$ cat src/rtl/opl3_host_arbiter_if.sv
// Requester-side and OPL3 host-bus signals of the host arbiter, grouped for port connection.
// slave = arbiter view; master = requesters plus OPL3 core view.
interface opl3_host_arbiter_if;
  logic [1:0]      req;
  logic [1:0]      req_bank;
  logic [1:0][7:0] req_reg;
  logic [1:0][7:0] req_data;
  logic [1:0]      done;
  logic            err;
  logic            busy;
  logic            opl_cs_n;
  logic            opl_wr_n;
  logic            opl_rd_n;
  logic [1:0]      opl_address;
  logic [7:0]      opl_din;
  logic            opl_ack_host_wr;

  modport slave (
    input  req, req_bank, req_reg, req_data, opl_ack_host_wr,
    output done, err, busy, opl_cs_n, opl_wr_n, opl_rd_n, opl_address, opl_din
  );

  modport master (
    output req, req_bank, req_reg, req_data, opl_ack_host_wr,
    input  done, err, busy, opl_cs_n, opl_wr_n, opl_rd_n, opl_address, opl_din
  );
endinterface

$ cat src/rtl/opl3_host_arbiter.sv
// Round-robin arbiter turning two requesters' register writes into four-phase OPL3 host-bus cycles.
// Grant 1 cycle after req; requesters are held off by level req until done; the core paces via ack or timeout.
module opl3_host_arbiter #(
  parameter int GAP_CYCLES  = 4,
  parameter int ACK_TIMEOUT = 255
) (
  input logic                clk,
  input logic                ic_n,
  opl3_host_arbiter_if.slave bus
);

  localparam logic [2:0] S_IDLE     = 3'd0;
  localparam logic [2:0] S_ADDR_WR  = 3'd1;
  localparam logic [2:0] S_ADDR_REL = 3'd2;
  localparam logic [2:0] S_DATA_WR  = 3'd3;
  localparam logic [2:0] S_DATA_REL = 3'd4;
  localparam logic [2:0] S_GAP      = 3'd5;

  localparam logic [15:0] TIMEOUT  = 16'(ACK_TIMEOUT);
  localparam logic [7:0]  GAP_LAST = 8'(GAP_CYCLES);

  logic [2:0]  state, state_nxt;
  logic        gnt, gnt_nxt;
  logic        last_gnt, last_gnt_nxt;
  logic        lat_bank, bank_nxt;
  logic [7:0]  lat_reg, reg_nxt;
  logic [7:0]  lat_data, data_nxt;
  logic [15:0] wait_cnt, wait_cnt_nxt;
  logic [7:0]  gap_cnt, gap_cnt_nxt;
  logic        timed_out;
  logic        finish;
  logic        abort;

  logic        cs_n_q, cs_n_nxt;
  logic        wr_n_q, wr_n_nxt;
  logic        rd_n_q;
  logic [1:0]  addr_q, addr_nxt;
  logic [7:0]  din_q, din_nxt;
  logic [1:0]  done_q, done_nxt;
  logic        err_q, err_nxt;
  logic        busy_q, busy_nxt;

  always_comb begin
    state_nxt    = state;
    gnt_nxt      = gnt;
    last_gnt_nxt = last_gnt;
    bank_nxt     = lat_bank;
    reg_nxt      = lat_reg;
    data_nxt     = lat_data;
    wait_cnt_nxt = wait_cnt + 16'd1;
    gap_cnt_nxt  = gap_cnt;
    done_nxt     = 2'b00;
    err_nxt      = 1'b0;
    timed_out    = (wait_cnt == TIMEOUT);
    finish       = 1'b0;
    abort        = 1'b0;

    case (state)
      S_IDLE: begin
        wait_cnt_nxt = 16'd0;
        if (bus.req != 2'b00) begin
          // Contention goes to whoever was not served last; a lone requester always wins.
          if (bus.req == 2'b11) gnt_nxt = ~last_gnt;
          else                  gnt_nxt = bus.req[1];
          last_gnt_nxt = gnt_nxt;
          bank_nxt     = bus.req_bank[gnt_nxt];
          reg_nxt      = bus.req_reg[gnt_nxt];
          data_nxt     = bus.req_data[gnt_nxt];
          state_nxt    = S_ADDR_WR;
          wait_cnt_nxt = 16'd1;
        end
      end
      S_ADDR_WR: begin
        if (bus.opl_ack_host_wr) begin
          state_nxt    = S_ADDR_REL;
          wait_cnt_nxt = 16'd1;
        end else if (timed_out) begin
          abort = 1'b1;
        end
      end
      S_ADDR_REL: begin
        if (!bus.opl_ack_host_wr) begin
          state_nxt    = S_DATA_WR;
          wait_cnt_nxt = 16'd1;
        end else if (timed_out) begin
          abort = 1'b1;
        end
      end
      S_DATA_WR: begin
        if (bus.opl_ack_host_wr) begin
          state_nxt    = S_DATA_REL;
          wait_cnt_nxt = 16'd1;
        end else if (timed_out) begin
          abort = 1'b1;
        end
      end
      S_DATA_REL: begin
        if (!bus.opl_ack_host_wr) finish = 1'b1;
        else if (timed_out)       abort  = 1'b1;
      end
      S_GAP: begin
        wait_cnt_nxt = 16'd0;
        if (gap_cnt == GAP_LAST) begin
          state_nxt   = S_IDLE;
          gap_cnt_nxt = 8'd0;
        end else begin
          gap_cnt_nxt = gap_cnt + 8'd1;
        end
      end
      default: begin
        state_nxt    = S_IDLE;
        wait_cnt_nxt = 16'd0;
      end
    endcase

    // Normal completion and timeout both end in GAP; err distinguishes them.
    if (finish || abort) begin
      state_nxt    = S_GAP;
      gap_cnt_nxt  = 8'd1;
      wait_cnt_nxt = 16'd0;
      done_nxt     = gnt ? 2'b10 : 2'b01;
      err_nxt      = abort;
    end
  end

  // Outputs are decoded from the next state so the registered strobes line up with the state register.
  always_comb begin
    cs_n_nxt = 1'b1;
    wr_n_nxt = 1'b1;
    addr_nxt = 2'b00;
    din_nxt  = 8'h00;
    busy_nxt = (state_nxt != S_IDLE);
    case (state_nxt)
      S_ADDR_WR: begin
        cs_n_nxt = 1'b0;
        wr_n_nxt = 1'b0;
        addr_nxt = {bank_nxt, 1'b0};
        din_nxt  = reg_nxt;
      end
      S_ADDR_REL: begin
        addr_nxt = {bank_nxt, 1'b0};
        din_nxt  = reg_nxt;
      end
      S_DATA_WR: begin
        cs_n_nxt = 1'b0;
        wr_n_nxt = 1'b0;
        addr_nxt = {bank_nxt, 1'b1};
        din_nxt  = data_nxt;
      end
      S_DATA_REL: begin
        addr_nxt = {bank_nxt, 1'b1};
        din_nxt  = data_nxt;
      end
      default: begin
        cs_n_nxt = 1'b1;
      end
    endcase
  end

  always_ff @(posedge clk or negedge ic_n) begin
    if (!ic_n) begin
      state    <= S_IDLE;
      gnt      <= 1'b0;
      last_gnt <= 1'b1;
      lat_bank <= 1'b0;
      lat_reg  <= 8'h00;
      lat_data <= 8'h00;
      wait_cnt <= 16'd0;
      gap_cnt  <= 8'd0;
      cs_n_q   <= 1'b1;
      wr_n_q   <= 1'b1;
      rd_n_q   <= 1'b1;
      addr_q   <= 2'b00;
      din_q    <= 8'h00;
      done_q   <= 2'b00;
      err_q    <= 1'b0;
      busy_q   <= 1'b0;
    end else begin
      state    <= state_nxt;
      gnt      <= gnt_nxt;
      last_gnt <= last_gnt_nxt;
      lat_bank <= bank_nxt;
      lat_reg  <= reg_nxt;
      lat_data <= data_nxt;
      wait_cnt <= wait_cnt_nxt;
      gap_cnt  <= gap_cnt_nxt;
      cs_n_q   <= cs_n_nxt;
      wr_n_q   <= wr_n_nxt;
      rd_n_q   <= 1'b1;
      addr_q   <= addr_nxt;
      din_q    <= din_nxt;
      done_q   <= done_nxt;
      err_q    <= err_nxt;
      busy_q   <= busy_nxt;
    end
  end

  assign bus.opl_cs_n    = cs_n_q;
  assign bus.opl_wr_n    = wr_n_q;
  assign bus.opl_rd_n    = rd_n_q;
  assign bus.opl_address = addr_q;
  assign bus.opl_din     = din_q;
  assign bus.done        = done_q;
  assign bus.err         = err_q;
  assign bus.busy        = busy_q;

endmodule

$ cat src/flat_wrapper.sv
// flat-port wrapper written by rule: the top's interface ports become plain ports
module opl3_host_arbiter_flat 
#(
  parameter int GAP_CYCLES  = 4,
  parameter int ACK_TIMEOUT = 255
)
  (clk, ic_n, bus_req, bus_req_bank, bus_req_reg, bus_req_data, bus_opl_ack_host_wr, bus_done, bus_err, bus_busy, bus_opl_cs_n, bus_opl_wr_n, bus_opl_rd_n, bus_opl_address, bus_opl_din);
  opl3_host_arbiter_if bus_i ();
  input logic clk;
  input logic ic_n;
  input wire logic [$bits(bus_i.req)-1:0] bus_req;
  input wire logic [$bits(bus_i.req_bank)-1:0] bus_req_bank;
  input wire logic [$bits(bus_i.req_reg)-1:0] bus_req_reg;
  input wire logic [$bits(bus_i.req_data)-1:0] bus_req_data;
  input wire logic [$bits(bus_i.opl_ack_host_wr)-1:0] bus_opl_ack_host_wr;
  output wire logic [$bits(bus_i.done)-1:0] bus_done;
  output wire logic [$bits(bus_i.err)-1:0] bus_err;
  output wire logic [$bits(bus_i.busy)-1:0] bus_busy;
  output wire logic [$bits(bus_i.opl_cs_n)-1:0] bus_opl_cs_n;
  output wire logic [$bits(bus_i.opl_wr_n)-1:0] bus_opl_wr_n;
  output wire logic [$bits(bus_i.opl_rd_n)-1:0] bus_opl_rd_n;
  output wire logic [$bits(bus_i.opl_address)-1:0] bus_opl_address;
  output wire logic [$bits(bus_i.opl_din)-1:0] bus_opl_din;
  assign bus_i.req = bus_req;
  assign bus_i.req_bank = bus_req_bank;
  assign bus_i.req_reg = bus_req_reg;
  assign bus_i.req_data = bus_req_data;
  assign bus_i.opl_ack_host_wr = bus_opl_ack_host_wr;
  assign bus_done = bus_i.done;
  assign bus_err = bus_i.err;
  assign bus_busy = bus_i.busy;
  assign bus_opl_cs_n = bus_i.opl_cs_n;
  assign bus_opl_wr_n = bus_i.opl_wr_n;
  assign bus_opl_rd_n = bus_i.opl_rd_n;
  assign bus_opl_address = bus_i.opl_address;
  assign bus_opl_din = bus_i.opl_din;
  opl3_host_arbiter #(.GAP_CYCLES(GAP_CYCLES), .ACK_TIMEOUT(ACK_TIMEOUT)) u_core (.clk(clk), .ic_n(ic_n), .bus(bus_i));
endmodule
$ cat config.mk
export PLATFORM = sky130hd
export DESIGN_NAME = opl3_host_arbiter_flat
export DESIGN_NICKNAME = d
export VERILOG_FILES = /design/src/rtl/opl3_host_arbiter_if.sv /design/src/rtl/opl3_host_arbiter.sv /design/src/flat_wrapper.sv
export SDC_FILE = /design/constraint.sdc
export NUM_CORES = 1
export LEC_CHECK = 0
export ABC_AREA = 1
export BUFFER_PORTS_ARGS = -buffer_cell sky130_fd_sc_hd__buf_2
export CAP_MARGIN = 0
export CELL_PAD_IN_SITES_DETAIL_PLACEMENT = 0
export CELL_PAD_IN_SITES_GLOBAL_PLACEMENT = 1
export CORE_ASPECT_RATIO = 2
export CORE_UTILIZATION = 37
export CTS_CLUSTER_DIAMETER = 100
export DETAILED_ROUTE_END_ITERATION = 6
export GPL_ROUTABILITY_DRIVEN = 1
export GPL_TIMING_DRIVEN = 0
export PLACE_DENSITY = 0.75
export SKIP_LAST_GASP = 1
export SLEW_MARGIN = 20
export SYNTH_ARGS = -nofsm -noshare
export SYNTH_HDL_FRONTEND = slang
export SYNTH_SLANG_ARGS = --single-unit
$ cat constraint.sdc
create_clock -name clk -period 1.8 [get_ports clk]
set_input_delay 0.27 -clock clk [delete_from_list [all_inputs] [get_ports clk]]
set_output_delay 0.27 -clock clk [all_outputs]
set_load 0.03 [all_outputs]
==> results_dict.tcl <==
set metrics [dict create \
    ys_ff_latch 61 \
    peakVddDrop_uv 863 \
    rsz0062_at_grt "true" \
    cp-end-kind "flop" \
    yosys_warnings 0 \
    p_leak_nw 1.87 \
    final_util 0.489 \
    synth.avg_cell_area_um2 8.62 \
    dieArea_mm2 0.00847 \
    grt_max_degree 44 \
    cts_tree "yes" \
    portBuffers 54 \
    netlist_area_mm2 0.00299 \
    cts_buffer_depth 2 \
    drt_iter0_markers 93 \
    outcome "completed" \
    final-hold-violation-count 0 \
    grt_antenna_before_repair 0 \
    wirelength_mm 7.16 \
    grt_use_total 0.189 \
    seq_area_frac_synth 0.511 \
    wl_per_cell_um 13.7 \
    drc_errors 0 \
    largest_reg_flops 16 \
    period_minus_slack_ps 1760 \
    start_util 0.379 \
    synth_cell_types 41 \
    crit_type "reg -> reg" \
    dp.final_hpwl_mm 5.33 \
    insertion_delay_ps 330 \
    core_mm2 0.00789 \
    cp_max_fo 10 \
    cts.clk_slew.worst_paths_ps 60 \
    die_h_um 129 \
    ios 56 \
    place_congestion 0.746 \
    skew_ps 9.90 \
    final_max_slew_viol_count 0 \
    crit_arrival_ps 1980 \
    root_buffer "clkbuf_16" \
    p_per_area_mw_per_mm2 1680 \
    final.period_utilization 0.975 \
    ant_nets 0 \
    die_x_um 65.6 \
    drt-vias-per-instance 4.83 \
    clock-sinks 61 \
    reg2reg_slack_ps 40 \
    synthCells 347 \
    insertedDiodeCount 0 \
    hp-class "in -> reg" \
    grt_pass1_wl_mm 11.9 \
    synthToLayoutAreaGrowth_pct 28.9 \
    maxCapViolCount 0 \
    tns_ps 0 \
    vias 2517 \
    regMostFlops "u_core.wait_cnt" \
    overflow 0 \
    clock.fmax_ghz 0.570 \
    numCtsBuffers 9 \
    layout-drive-gt1-share 0.313 \
    h-tree-depth 3 \
    first_pass_iters 4 \
    grt_pass1_vias 2647 \
    num_rows 46 \
    critical_path_required_ps 2020 \
    synth_nets 389 \
    setup_viol 0 \
    fillers 776 \
    layout.nets 462 \
    startpoint_type "flop" \
]
path summary, 6_finish.rpt:
| path | startpoint | endpoint | cells after the start |
|---|---|---|---|
| max in group asynchronous | ic_n | u_core.bus.opl_cs_n$_DFF_PN1_ | 3 |
| min | bus_req_data[8] | u_core.lat_data[0]$_DFF_PN0_ | 3 |
| min in group asynchronous | ic_n | u_core.bus.done[0]$_DFF_PN0_ | 2 |
| max | u_core.wait_cnt[0]$_DFF_PN0_ | u_core.bus.opl_din[0]$_DFF_PN0_ | 11 |
| min reg2reg | u_core.gnt$_DFFE_PN0P_ | u_core.bus.done[0]$_DFF_PN0_ | 1 |
| max reg2reg | u_core.wait_cnt[0]$_DFF_PN0_ | u_core.bus.opl_din[0]$_DFF_PN0_ | 11 |
layout make-up:
class | instances | area, um2 | area share
buffer | 9 | 66.3 | 0.0172
clock buffer | 10 | 229 | 0.0594
clock inverter | 6 | 71.3 | 0.0185
inverter | 27 | 110 | 0.0286
multi-input combinational | 250 | 1370 | 0.356
sequential | 61 | 1530 | 0.397
tap | 96 | 120 | 0.0311
timing repair buffer | 62 | 355 | 0.0921
timing repair:
| action | in CTS | in global routing |
|---|---|---|
| gates resized for setup | 8 | 21 |
| pin swaps | 3 | 3 |
| endpoints found under the hold margin | 17 | 0 |
| buffers inserted | 3 | 3 |
| hold buffers | 1 | 0 |
| setup endpoints to repair | 34 | 27 |
synthesized netlist by cell type, drive strengths merged:
master / instances / area (um2)
nand2: 86 / 353
nor3b: 3 / 27.5
xnor2: 3 / 26.3
clkbuf: 2 / 7.51
nand3: 20 / 123
o21bai: 1 / 7.51
conb: 1 / 3.75
nor3: 8 / 45.0
buf: 7 / 55.1
or2: 1 / 6.26
o22ai: 4 / 25.0
ha: 3 / 37.5
xor2: 7 / 61.3
a21oi: 5 / 25.0
inv: 26 / 97.6
nand4: 5 / 52.6
nor2: 56 / 259
o21ai: 43 / 219
and2: 1 / 6.26
a31oi: 1 / 6.26
dfstp: 2 / 52.6
o21a: 1 / 7.51
clkinv: 1 / 3.75
a22oi: 1 / 7.51
dfrtp: 59 / 1480
worst max-delay path, stage by stage (launching register included):
cell and delay, ps:
dfrtp_1 370, ha_2 210, nand3_2 140, nor2_4 120, nand2_1 90, nor2_4 160
nor2_8 60, buf_6 160, nand4_4 90, nand2_8 90, nand2_1 90, nand2_1 60
layer usage:
metal,track usage,share of wire,vias to the layer above
met5,0,0,-
met4,0.0946,0.020,0
met3,0.0387,0.029,10
met2,0.361,0.59,50
met1,0.184,0.36,1197
li1,-,-,1260
layout by cell type, fill, tap and decap left out, types with 2 or more instances in the layout:
cell,count
nand2_1,77
dfrtp_1,56
buf_2,54
nor2_1,46
o21ai_0,30
inv_1,16
o21ai_1,12
nand3_1,12
buf_4,11
clkbuf_16,9
inv_2,7
nand3_2,7
nor3_1,7
xor2_1,7
nand2_2,5
nor2_2,5
a21oi_1,5
nor2_4,4
o22ai_1,4
nand2_4,3
clkinvlp_4,3
nand4_1,3
xnor2_1,3
dfrtp_2,3
clkbuf_1,2
inv_4,2
buf_6,2
nor3b_1,2
ha_1,2
inv_6,2
dfstp_2,2
where the power goes:
group | total [W] | switching (W) | internal (W)
sequential | 0.00202 | 0.000200 | 0.00182
clock | 0.00173 | 0.000648 | 0.00108
combinational | 0.00273 | 0.00181 | 0.000919
cell families (layout without fill, tap and decap cells):
family,Yosys count,in the layout,synth area share
AO/OA/AOI/OAI,56,56,0.0995
buffers and inverters,36,114,0.0548
other,1,1,0.00125
XOR/XNOR,10,10,0.0293
AND/OR/NAND/NOR,180,180,0.292
adder cells (fa/ha/maj),3,3,0.0125
flip-flops,61,61,0.511
per-stage QoR:
step,setup WS [ps],cells,total power [W],area (um2),hold WS (ps)
6_report,44.6,521,0.00648,3860,233
3_3_place_gp,-199,497,0.00450,3380,415
2_1_floorplan,161,347,0.00384,2990,-25.6
5_1_grt,-27.4,521,0.00693,3860,251
4_1_cts,4.88,518,0.00641,3770,224
3_5_place_dp,-224,498,0.00456,3410,172
Power figures use the tool's default switching activity.
